==> config.mk <==
export PLATFORM = sky130hd
export DESIGN_NAME = pattern_sequencer
export DESIGN_NICKNAME = d
export VERILOG_FILES = /design/src/rtl/pattern_sequencer.sv
export SDC_FILE = /design/constraint.sdc
export NUM_CORES = 1
export LEC_CHECK = 0
export CORE_ASPECT_RATIO = 1.1
export CORE_MARGIN = 2
export CORE_UTILIZATION = 30
export DETAILED_ROUTE_END_ITERATION = 6
export HOLD_SLACK_MARGIN = 0.02
export PLACE_DENSITY = 0.55
export SYNTH_ARGS = -nofsm -noshare
export SYNTH_HDL_FRONTEND = slang
export SYNTH_SLANG_ARGS = --single-unit
==> constraint.sdc <==
create_clock -name slow_clock -period 2.5 [get_ports slow_clock]
set_clock_uncertainty 0.1 [all_clocks]
set_input_delay 0.375 -clock slow_clock [delete_from_list [all_inputs] [get_ports slow_clock]]
set_output_delay 0.375 -clock slow_clock [all_outputs]
set_load 0.05 [all_outputs]
==> src/rtl/pattern_sequencer.sv <==
`default_nettype none
// ============================================================================
// Module   : pattern_sequencer
// Brief    : Plays a programmable address range from a synchronous-ack pattern
//            memory onto a parallel output bus. Supports loop, one-shot and
//            ping-pong modes with a per-step dwell and enable-gated holding.
//            Ping-pong direction logic exists only when PATTERN_SEQ_PINGPONG_EN
//            is defined; otherwise mode 2'b10 plays as loop.
// Revision : 1.0  initial release
// ============================================================================
module pattern_sequencer #(
    parameter int WORD_SIZE    = 8,
    parameter int ADDRESS_SIZE = 4,
    parameter int DWELL_BITS   = 8
) (
    input  logic                    slow_clock,
    input  logic                    reset,
    input  logic                    i_start,
    input  logic                    i_stop,
    input  logic                    i_enable,
    input  logic [1:0]              i_mode,
    input  logic [ADDRESS_SIZE-1:0] i_start_addr,
    input  logic [ADDRESS_SIZE-1:0] i_end_addr,
    input  logic [DWELL_BITS-1:0]   i_dwell,
    input  logic [WORD_SIZE-1:0]    i_r_data,
    input  logic                    i_r_ready,
    output logic                    o_r_en,
    output logic [ADDRESS_SIZE-1:0] o_r_addr,
    output logic [WORD_SIZE-1:0]    o_sequence,
    output logic                    o_step_strobe,
    output logic                    o_busy,
    output logic                    o_done
);

    typedef enum logic [1:0] {
        S_IDLE  = 2'd0,
        S_FETCH = 2'd1,
        S_HOLD  = 2'd2,
        S_DONE  = 2'd3
    } state_t;

    localparam logic [1:0]              c_MODE_ONESHOT = 2'b01;
    localparam logic [ADDRESS_SIZE-1:0] c_ADDR_ONE     = {{(ADDRESS_SIZE-1){1'b0}}, 1'b1};
    localparam logic [DWELL_BITS-1:0]   c_DWELL_ONE    = {{(DWELL_BITS-1){1'b0}}, 1'b1};

    state_t                  r_state;
    logic [1:0]              r_mode;
    logic [ADDRESS_SIZE-1:0] r_start_addr;
    logic [ADDRESS_SIZE-1:0] r_end_addr;
    logic [DWELL_BITS-1:0]   r_dwell;
    logic [DWELL_BITS-1:0]   r_dwell_cnt;
    logic                    r_ack_d;

    logic                    w_ack;
    logic                    w_start_ok;
    logic                    w_hold_term;
    logic                    w_finish;
    logic [ADDRESS_SIZE-1:0] w_loop_next;
    logic [ADDRESS_SIZE-1:0] w_next_addr;

    assign w_ack       = (r_state == S_FETCH) && o_r_en && i_r_ready;
    assign w_start_ok  = i_start && !i_stop && ((r_state == S_IDLE) || (r_state == S_DONE));
    assign w_hold_term = (r_state == S_HOLD) && i_enable && (r_dwell_cnt == r_dwell);
    assign w_finish    = (r_mode == c_MODE_ONESHOT) && (o_r_addr == r_end_addr);
    assign w_loop_next = (o_r_addr == r_end_addr) ? r_start_addr : (o_r_addr + c_ADDR_ONE);

`ifdef PATTERN_SEQ_PINGPONG_EN
    localparam logic [1:0] c_MODE_PINGPONG = 2'b10;

    logic r_dir_down;
    logic w_next_dir_down;

    // End words are visited once per turn: the reversal step moves straight
    // to the neighbour instead of re-fetching the end address.
    always_comb begin
        w_next_dir_down = r_dir_down;
        w_next_addr     = w_loop_next;
        if (r_mode == c_MODE_PINGPONG) begin
            if (r_start_addr == r_end_addr) begin
                w_next_addr = r_start_addr;
            end else if (!r_dir_down) begin
                if (o_r_addr == r_end_addr) begin
                    w_next_dir_down = 1'b1;
                    w_next_addr     = o_r_addr - c_ADDR_ONE;
                end else begin
                    w_next_addr = o_r_addr + c_ADDR_ONE;
                end
            end else begin
                if (o_r_addr == r_start_addr) begin
                    w_next_dir_down = 1'b0;
                    w_next_addr     = o_r_addr + c_ADDR_ONE;
                end else begin
                    w_next_addr = o_r_addr - c_ADDR_ONE;
                end
            end
        end
    end

    always_ff @(posedge slow_clock or posedge reset) begin
        if (reset) begin
            r_dir_down <= 1'b0;
        end else if (w_start_ok) begin
            r_dir_down <= 1'b0;
        end else if (w_hold_term && !i_stop) begin
            r_dir_down <= w_next_dir_down;
        end
    end
`else
    always_comb begin
        w_next_addr = w_loop_next;
    end
`endif

    // step_strobe trails the sequence update by one cycle; an ack discarded
    // by stop never produces a strobe.
    always_ff @(posedge slow_clock or posedge reset) begin
        if (reset) begin
            r_ack_d       <= 1'b0;
            o_step_strobe <= 1'b0;
        end else begin
            r_ack_d       <= w_ack && !i_stop;
            o_step_strobe <= r_ack_d;
        end
    end

    always_ff @(posedge slow_clock or posedge reset) begin
        if (reset) begin
            r_state      <= S_IDLE;
            r_mode       <= 2'b00;
            r_start_addr <= '0;
            r_end_addr   <= '0;
            r_dwell      <= '0;
            r_dwell_cnt  <= '0;
            o_r_en       <= 1'b0;
            o_r_addr     <= '0;
            o_sequence   <= '0;
            o_busy       <= 1'b0;
            o_done       <= 1'b0;
        end else if (i_stop) begin
            r_state <= S_IDLE;
            o_r_en  <= 1'b0;
            o_busy  <= 1'b0;
            o_done  <= 1'b0;
        end else begin
            case (r_state)
                S_IDLE, S_DONE: begin
                    if (w_start_ok) begin
                        r_mode       <= i_mode;
                        r_start_addr <= i_start_addr;
                        r_end_addr   <= i_end_addr;
                        r_dwell      <= i_dwell;
                        r_state      <= S_FETCH;
                        o_r_en       <= 1'b1;
                        o_r_addr     <= i_start_addr;
                        o_busy       <= 1'b1;
                        o_done       <= 1'b0;
                    end
                end
                S_FETCH: begin
                    if (w_ack) begin
                        o_sequence  <= i_r_data;
                        o_r_en      <= 1'b0;
                        r_dwell_cnt <= '0;
                        r_state     <= S_HOLD;
                    end
                end
                S_HOLD: begin
                    if (w_hold_term) begin
                        if (w_finish) begin
                            r_state <= S_DONE;
                            o_busy  <= 1'b0;
                            o_done  <= 1'b1;
                        end else begin
                            r_state  <= S_FETCH;
                            o_r_en   <= 1'b1;
                            o_r_addr <= w_next_addr;
                        end
                    end else if (i_enable) begin
                        r_dwell_cnt <= r_dwell_cnt + c_DWELL_ONE;
                    end
                end
                default: begin
                    r_state <= S_IDLE;
                    o_r_en  <= 1'b0;
                    o_busy  <= 1'b0;
                    o_done  <= 1'b0;
                end
            endcase
        end
    end

endmodule
`default_nettype wire
==> results of run 1 <==
metrics by stage:
step / area [sq um] / power [W]
after floorplan: 2332 / 0.002019
after global placement: 2958 / 0.002409
after detailed placement: 2958 / 0.002418
after CTS: 3054 / 0.002905
after global routing: 3057 / 0.003055
final: 3057 / 0.002862
final timing paths:
check,from,to,slack [ps]
min reg2reg,r_ack_d$_DFF_PP0_,o_step_strobe$_DFF_PP0_,250
min in group asynchronous,reset,r_dwell[0]$_DFFE_PP0P_,350
min,r_ack_d$_DFF_PP0_,o_step_strobe$_DFF_PP0_,250
max reg2reg,r_state[0]$_DFFE_PP0P_,o_r_addr[2]$_DFFE_PP0P_,340
max,r_state[0]$_DFFE_PP0P_,o_r_addr[2]$_DFFE_PP0P_,340
max in group asynchronous,reset,o_done$_DFFE_PP0P_,1370
registers in the layout, summed over array words and instances (netlist names):
register,count
r_end_addr,4
r_dwell,8
o_r_en,1
o_sequence,8
o_done,1
r_mode,2
r_dwell_cnt,8
o_step_strobe,1
r_state,2
r_start_addr,4
o_busy,1
o_r_addr,4
r_ack_d,1
power groups by stage:
stage / Combinational [W] / Clock (W) / Sequential [W]
2_1_floorplan: 0.000594 / 0 / 0.00143
3_3_place_gp: 0.00127 / 0 / 0.00114
3_5_place_dp: 0.00128 / 0 / 0.00114
4_1_cts: 0.00128 / 0.000495 / 0.00113
5_1_grt: 0.00138 / 0.000520 / 0.00116
6_report: 0.00127 / 0.000470 / 0.00112
critical path, delay by kind of cell (launching register included):
family          cells  cell delay [ps]
compound gates      2              510
buf+inv             2              270
simple gates        2              470
fa+ha+maj           1              310
flops               1              400
metal layers:
metal / wire (microns) / vias to the layer above / track usage
met5: 0 / - / 0
met4: 112 / 0 / 0.05934
met3: 272 / 8 / 0.03144
met2: 2491 / 52 / 0.2260
met1: 2335 / 888 / 0.1679
li1: - / 873 / -
cell type report:
cell class / instances / area [sq um] / share of cell area
multi-input cells: 154 / 1149 / 0.3758
flip-flops and latches: 45 / 1126 / 0.3684
repair buffers: 52 / 520.5 / 0.1703
well taps: 105 / 131.4 / 0.04298
clock buffers: 6 / 82.58 / 0.02702
inverters: 9 / 33.78 / 0.01105
clock inverters: 2 / 13.76 / 0.004503
cells in the mapped netlist (4+ instances only):
cell	n
sky130_fd_sc_hd__a21oi_1	5
sky130_fd_sc_hd__dfrtp_1	45
sky130_fd_sc_hd__ha_1	4
sky130_fd_sc_hd__inv_1	8
sky130_fd_sc_hd__mux2_2	19
sky130_fd_sc_hd__mux2i_1	5
sky130_fd_sc_hd__nand2_1	33
sky130_fd_sc_hd__nand3_1	14
sky130_fd_sc_hd__nor2_1	6
sky130_fd_sc_hd__o21ai_0	8
sky130_fd_sc_hd__xnor2_1	11
cell families after synthesis:
kind of cell	after synthesis	share of synthesized area
AOI/OAI and AO/OA	36	0.1207
DFF	45	0.4828
and+or+nand+nor	76	0.1770
xor gates and xnor gates	14	0.05901
adders and majority gates	4	0.02146
muxes	24	0.1132
buffers and inverters	14	0.02575
timing repair:
action | in CTS | in global routing
gates resized for setup | 0 | 1
hold buffers | 0 | 0
setup buffers | 0 | 0
setup endpoints to repair | 0 | 2
==> impl_metrics.tcl, run 1 <==
set metrics [dict create \
    synth_area_sq_um 2332 \
    p_per_area_nw_per_um2 936.4 \
    final_core_utilization 0.4068 \
    critical_path_required_ps 2590 \
    cts-root-buf "sky130_fd_sc_hd__clkbuf_8" \
    fillCellCount 777 \
    grt_pass1_vias 1909 \
    route.antenna.remaining_nets 0 \
    synthesis.area_per_instance_sq_um 10.95 \
    i_o_pin_count 48 \
    tritoncts_clock_tree "done" \
    worst-path-max-fanout 11 \
    insertedDiodeCount 0 \
    layout.cells.most_common "sky130_fd_sc_hd__clkdlybuf4s50_1" \
    post-route-min-period_ps 2161 \
    synth.top_cells.by_area "sky130_fd_sc_hd__dfrtp_1 48%, sky130_fd_sc_hd__mux2_2 9.2%, sky130_fd_sc_hd__nand2_1 5.3%" \
    antenna_found_initial 0 \
    synth.net_count 249 \
    dp.final_hpwl_mm 3.888 \
    grt_pass1_wl_mm 8.894 \
    slew_headroom 0.6172 \
    routed_via_density 4.882 \
    routed-via-count 1821 \
    ys_seq_area_frac 0.4828 \
    dp_worst_setup_slack_ps 200.7 \
    routed_wire_length_per_instance_microns 13.97 \
    power.static_leakage_nw 1.278 \
    grt_start_max_net_pins 28 \
    hold_violations 0 \
    share_of_the_synthesized_area_in_the_top_cell_type 0.4828 \
    instance_count_of_the_mapped_netlist 213 \
    cp_cell_sequence "inv_1 -> ha_2 -> inv_1 -> or2_2 -> o21ai_2 -> nor2_1 -> o22a_1" \
    clkSinkCount 45 \
    seq_power_share 0.393 \
    run_status "completed" \
    fp.dieH_microns 96.48 \
    p_int_w 0.001713 \
    numPlacedInstances 365 \
    finalMaxSlewViolations 0 \
    start_util 0.3104 \
    comb_power_share 0.443 \
    yosysWarnings 0 \
    clkLatencyLatePin_ps 300 \
    max_stage_delay_ps 400 \
    areaGrowthSynthToFinish_pct 31.06 \
    synthFlopType "sky130_fd_sc_hd__dfrtp_1" \
    layout.cells.non_filler 373 \
    fin_tns_setup_ps 0 \
    cpMostUsedCell "sky130_fd_sc_hd__inv_1" \
    final_estimated_routing_congestion_in_global_placement 0.7959 \
    floorplan.rows 33 \
    post_route_cells_drive_above_1_share 0.1791 \
    clock.fmax_mhz 462.7 \
    crit_type "flop to flop" \
    grt.total_usage 0.1355 \
    clkTransAtPathRegs_ps 90 \
    port-buffer-count 47 \
    synth-edff-count 0 \
    timing.final.ws_setup_ps 338.6 \
    r2r.worst_path.cells 7 \
    hold_slack_ps 254.3 \
    clock_path_buffers 2 \
    detailed_route_drc_error_count 0 \
    cp.arrival_ps 2250 \
    synth_area_leader_cell "sky130_fd_sc_hd__dfrtp_1" \
    flop_and_latch_count_out_of_synthesis 45 \
    nets 303 \
    h_tree_lvls 2 \
    timing.hold.worst.class "flop to flop" \
    clock_power_share 0.164 \
    synth-async-reset-ratio 1.000 \
    placeableCoreArea_sq_um 7515 \
    max_cap_violations 0 \
    max-vdd-ir-drop_mv 0.5477 \
    detail_route.first_pass.iterations 4 \
    cts_made_buffers 5 \
    total_switching_power_w 0.001149 \
    unrepaired_setup_endpoints_after_global_routing "no" \
    overflow 0 \
    worst_hold_path.num_cells 0 \
    layout_common_cells "47 x sky130_fd_sc_hd__clkdlybuf4s50_1, 45 x sky130_fd_sc_hd__dfrtp_1, 33 x sky130_fd_sc_hd__nand2_1, 19 x sky130_fd_sc_hd__mux2_2, 14 x sky130_fd_sc_hd__nand3_1" \
    max_slew.worst_pin.slew_ps 573.4 \
    die_width_microns 88.07 \
    die_area_sq_um 8496 \
    setup.worst_path.start_class "flop" \
    min_period_over_period 0.8646 \
    sw_frac_of_total 0.4014 \
    ys_types 49 \
    setup-violations-final 0 \
    initialDrtViolationCount 97 \
    drt-total-wl_mm 5.211 \
    worst_setup_path_end_kind "flop" \
    slowest_stage "sky130_fd_sc_hd__dfrtp_1" \
]
(Power assumes the default switching activity.)
==> inputs of run 2 (changes only) <==
--- a/config.mk
+++ b/config.mk
@@ -10,7 +10,7 @@
 export CORE_UTILIZATION = 30
 export DETAILED_ROUTE_END_ITERATION = 6
 export HOLD_SLACK_MARGIN = 0.02
-export PLACE_DENSITY = 0.55
+export PLACE_DENSITY_LB_ADDON = 0.05
 export SYNTH_ARGS = -nofsm -noshare
 export SYNTH_HDL_FRONTEND = slang
 export SYNTH_SLANG_ARGS = --single-unit
==> run 2 against run 1 <==
Net effect:
- core utilization about the same
- total power down 0.18%
- worst hold slack about the same
- clock-buffer cell count unchanged
- via count down 2.3%
- flip-flop and latch count unchanged
- largest cell class unchanged
- highest routed layer unchanged
==> impl_metrics.tcl, run 2 (synthesis results as in run 1) <==
set metrics [dict create \
    run_status "completed" \
    max_slew.worst_pin.slew_ps 597.6 \
    worst-path-max-fanout 7 \
    sw_frac_of_total 0.4013 \
    worst-path-buf-inv 1 \
    fin_tns_setup_ps 0 \
    regToRegStartpoint "r_state[0]$_DFFE_PP0P_" \
    post_route_m1_wl_mm 2.740 \
    clkLatencyLatePin_ps 290 \
    areaGrowthSynthToFinish_pct 31.01 \
    max-vdd-ir-drop_mv 0.6029 \
    slowest_stage "sky130_fd_sc_hd__clkdlybuf4s50_1" \
    p_int_w 0.001710 \
    start_util 0.3104 \
    cp.arrival_ps 1640 \
    detailroute.wirelength.met2_mm 2.406 \
    hold_buffers 0 \
    die_area_sq_um 8496 \
    insertedDiodeCount 0 \
    number_of_buffers_inserted_to_repair_setup_after_cts 0 \
    routed_via_density 4.769 \
    die_width_microns 88.07 \
    clkTransAtPathRegs_ps 90 \
    route.antenna.remaining_nets 0 \
    nets 304 \
    met3_length_microns 270 \
    layout.cells.most_common "sky130_fd_sc_hd__clkdlybuf4s50_1" \
    total_switching_power_w 0.001147 \
    hold_path_end "o_step_strobe$_DFF_PP0_" \
    seq_power_share 0.394 \
    grt.total_usage 0.1399 \
    max_stage_delay_ps 860 \
    post-route-min-period_ps 2120 \
    crit_type "flop to primary output" \
    finalMaxSlewViolations 0 \
    critical_path_required_ps 2030 \
    i_o_pin_count 48 \
    biggestRegsByFlops "o_sequence: 8 flops, r_dwell: 8 flops, r_dwell_cnt: 8 flops" \
    final_estimated_routing_congestion_in_global_placement 0.7498 \
    dp.final_hpwl_mm 3.935 \
    h_tree_lvls 2 \
    drt-total-wl_mm 5.459 \
    comb_power_share 0.444 \
    r2r_setup_slack_ps 430 \
    crit_family "buffers and inverters" \
    cp_cell_sequence "clkdlybuf4s50_1" \
    overflow 0 \
    placeableCoreArea_sq_um 7515 \
    clock_power_share 0.162 \
    layout_common_cells "47 x sky130_fd_sc_hd__clkdlybuf4s50_1, 45 x sky130_fd_sc_hd__dfrtp_1, 33 x sky130_fd_sc_hd__nand2_1, 19 x sky130_fd_sc_hd__mux2_2, 14 x sky130_fd_sc_hd__nand3_1" \
    hold_violations 0 \
    port-buffer-count 47 \
    cts_made_buffers 5 \
    clock.fmax_mhz 471.8 \
    routed_wire_length_per_instance_microns 14.64 \
    initialDrtViolationCount 57 \
    timing.hold.worst.class "flop to flop" \
    min_period_over_period 0.8479 \
    slew_headroom 0.6016 \
    clkSinkCount 45 \
    cts-root-buf "sky130_fd_sc_hd__clkbuf_8" \
    floorplan.rows 33 \
    worst_setup_path_end_kind "primary output" \
    hold_slack_ps 254.0 \
    tritoncts_clock_tree "done" \
    antenna_found_initial 0 \
    post_route_cells_drive_above_1_share 0.1716 \
    routed-via-count 1779 \
    r2r.worst_path.cells 7 \
    clock_path_buffers 2 \
    crit-reg2reg-capture "o_r_addr[0]$_DFFE_PP0P_" \
    detailed_route_drc_error_count 0 \
    detail_route.first_pass.iterations 4 \
    min_from "r_ack_d$_DFF_PP0_" \
    cts.repair.resized 0 \
    setup-violations-final 0 \
    power.static_leakage_nw 1.274 \
    fp.dieH_microns 96.48 \
    unrepaired_setup_endpoints_after_global_routing "no" \
    grt_pass1_wl_mm 9.197 \
    p_per_area_nw_per_um2 935.1 \
    setup.worst_path.start_class "flop" \
    routed.top_layer "met4" \
    max_cap_violations 0 \
    grt_pass1_vias 1847 \
    grt_start_max_net_pins 46 \
    worst_hold_path.num_cells 0 \
]
[run 2: changes by cell type in the layout (fill, tap and decap cells not counted)]
cell,before,now
sky130_fd_sc_hd__ha_2,1,0
sky130_fd_sc_hd__buf_4,4,5
sky130_fd_sc_hd__clkinv_4,1,0
sky130_fd_sc_hd__ha_1,3,4
sky130_fd_sc_hd__clkinv_1,1,2
sky130_fd_sc_hd__inv_2,1,0
sky130_fd_sc_hd__clkinv_2,1,0
sky130_fd_sc_hd__clkinvlp_4,0,1
[run 2: final cells by class]
class | instances | area, sq um
sequential | 45 | 1126
fill | 791 | 4459
tap | 105 | 131.4
multi-input combinational | 154 | 1146
timing repair buffer | 53 | 528.0
clock inverter | 1 | 7.507
inverter | 9 | 33.78
clock buffer | 6 | 82.58
[run 2: metrics by stage]
stage	cells	setup WS [ps]	util	instance area, sq um	total power, W
floorplan	213	529.2	-	2332	0.002019
global placement	366	351.2	0.3946	2965	0.002422
detailed placement	366	329.9	0.3946	2965	0.002423
CTS	373	351.6	0.4066	3055	0.002908
global route	373	246.7	0.4066	3055	0.003055
finish	373	380.4	0.4066	3055	0.002857
[run 2: power groups by stage]
stage	logic, W	registers [W]	clock network, W
after floorplan	0.000594	0.00143	0
after global routing	0.00138	0.00116	0.000516
after CTS	0.00129	0.00113	0.000490
after detailed placement	0.00128	0.00114	0
after global placement	0.00128	0.00114	0
final	0.00127	0.00113	0.000463
[run 2: layer usage]
layer,global-route usage,up-vias
met5,0,-
met4,0.03788,0
met3,0.03398,5
met2,0.2146,47
met1,0.1977,855
li1,-,872
[run 2: worst max-delay path by stage]
stage / start / to / slack [ps] / cells after the start
2_1_floorplan: r_state[0]$_DFFE_PP0P_ / o_r_addr[0]$_DFFE_PP0P_ / 530 / 7
3_3_place_gp: i_r_ready / r_dwell_cnt[6]$_DFFE_PP0P_ / 350 / 5
3_5_place_dp: i_stop / o_r_addr[0]$_DFFE_PP0P_ / 330 / 5
4_1_cts: o_r_addr[0]$_DFFE_PP0P_ / o_r_addr[0] / 350 / 1
5_1_grt: r_state[0]$_DFFE_PP0P_ / o_r_addr[3]$_DFFE_PP0P_ / 250 / 8
6_report: o_r_addr[0]$_DFFE_PP0P_ / o_r_addr[0] / 380 / 1
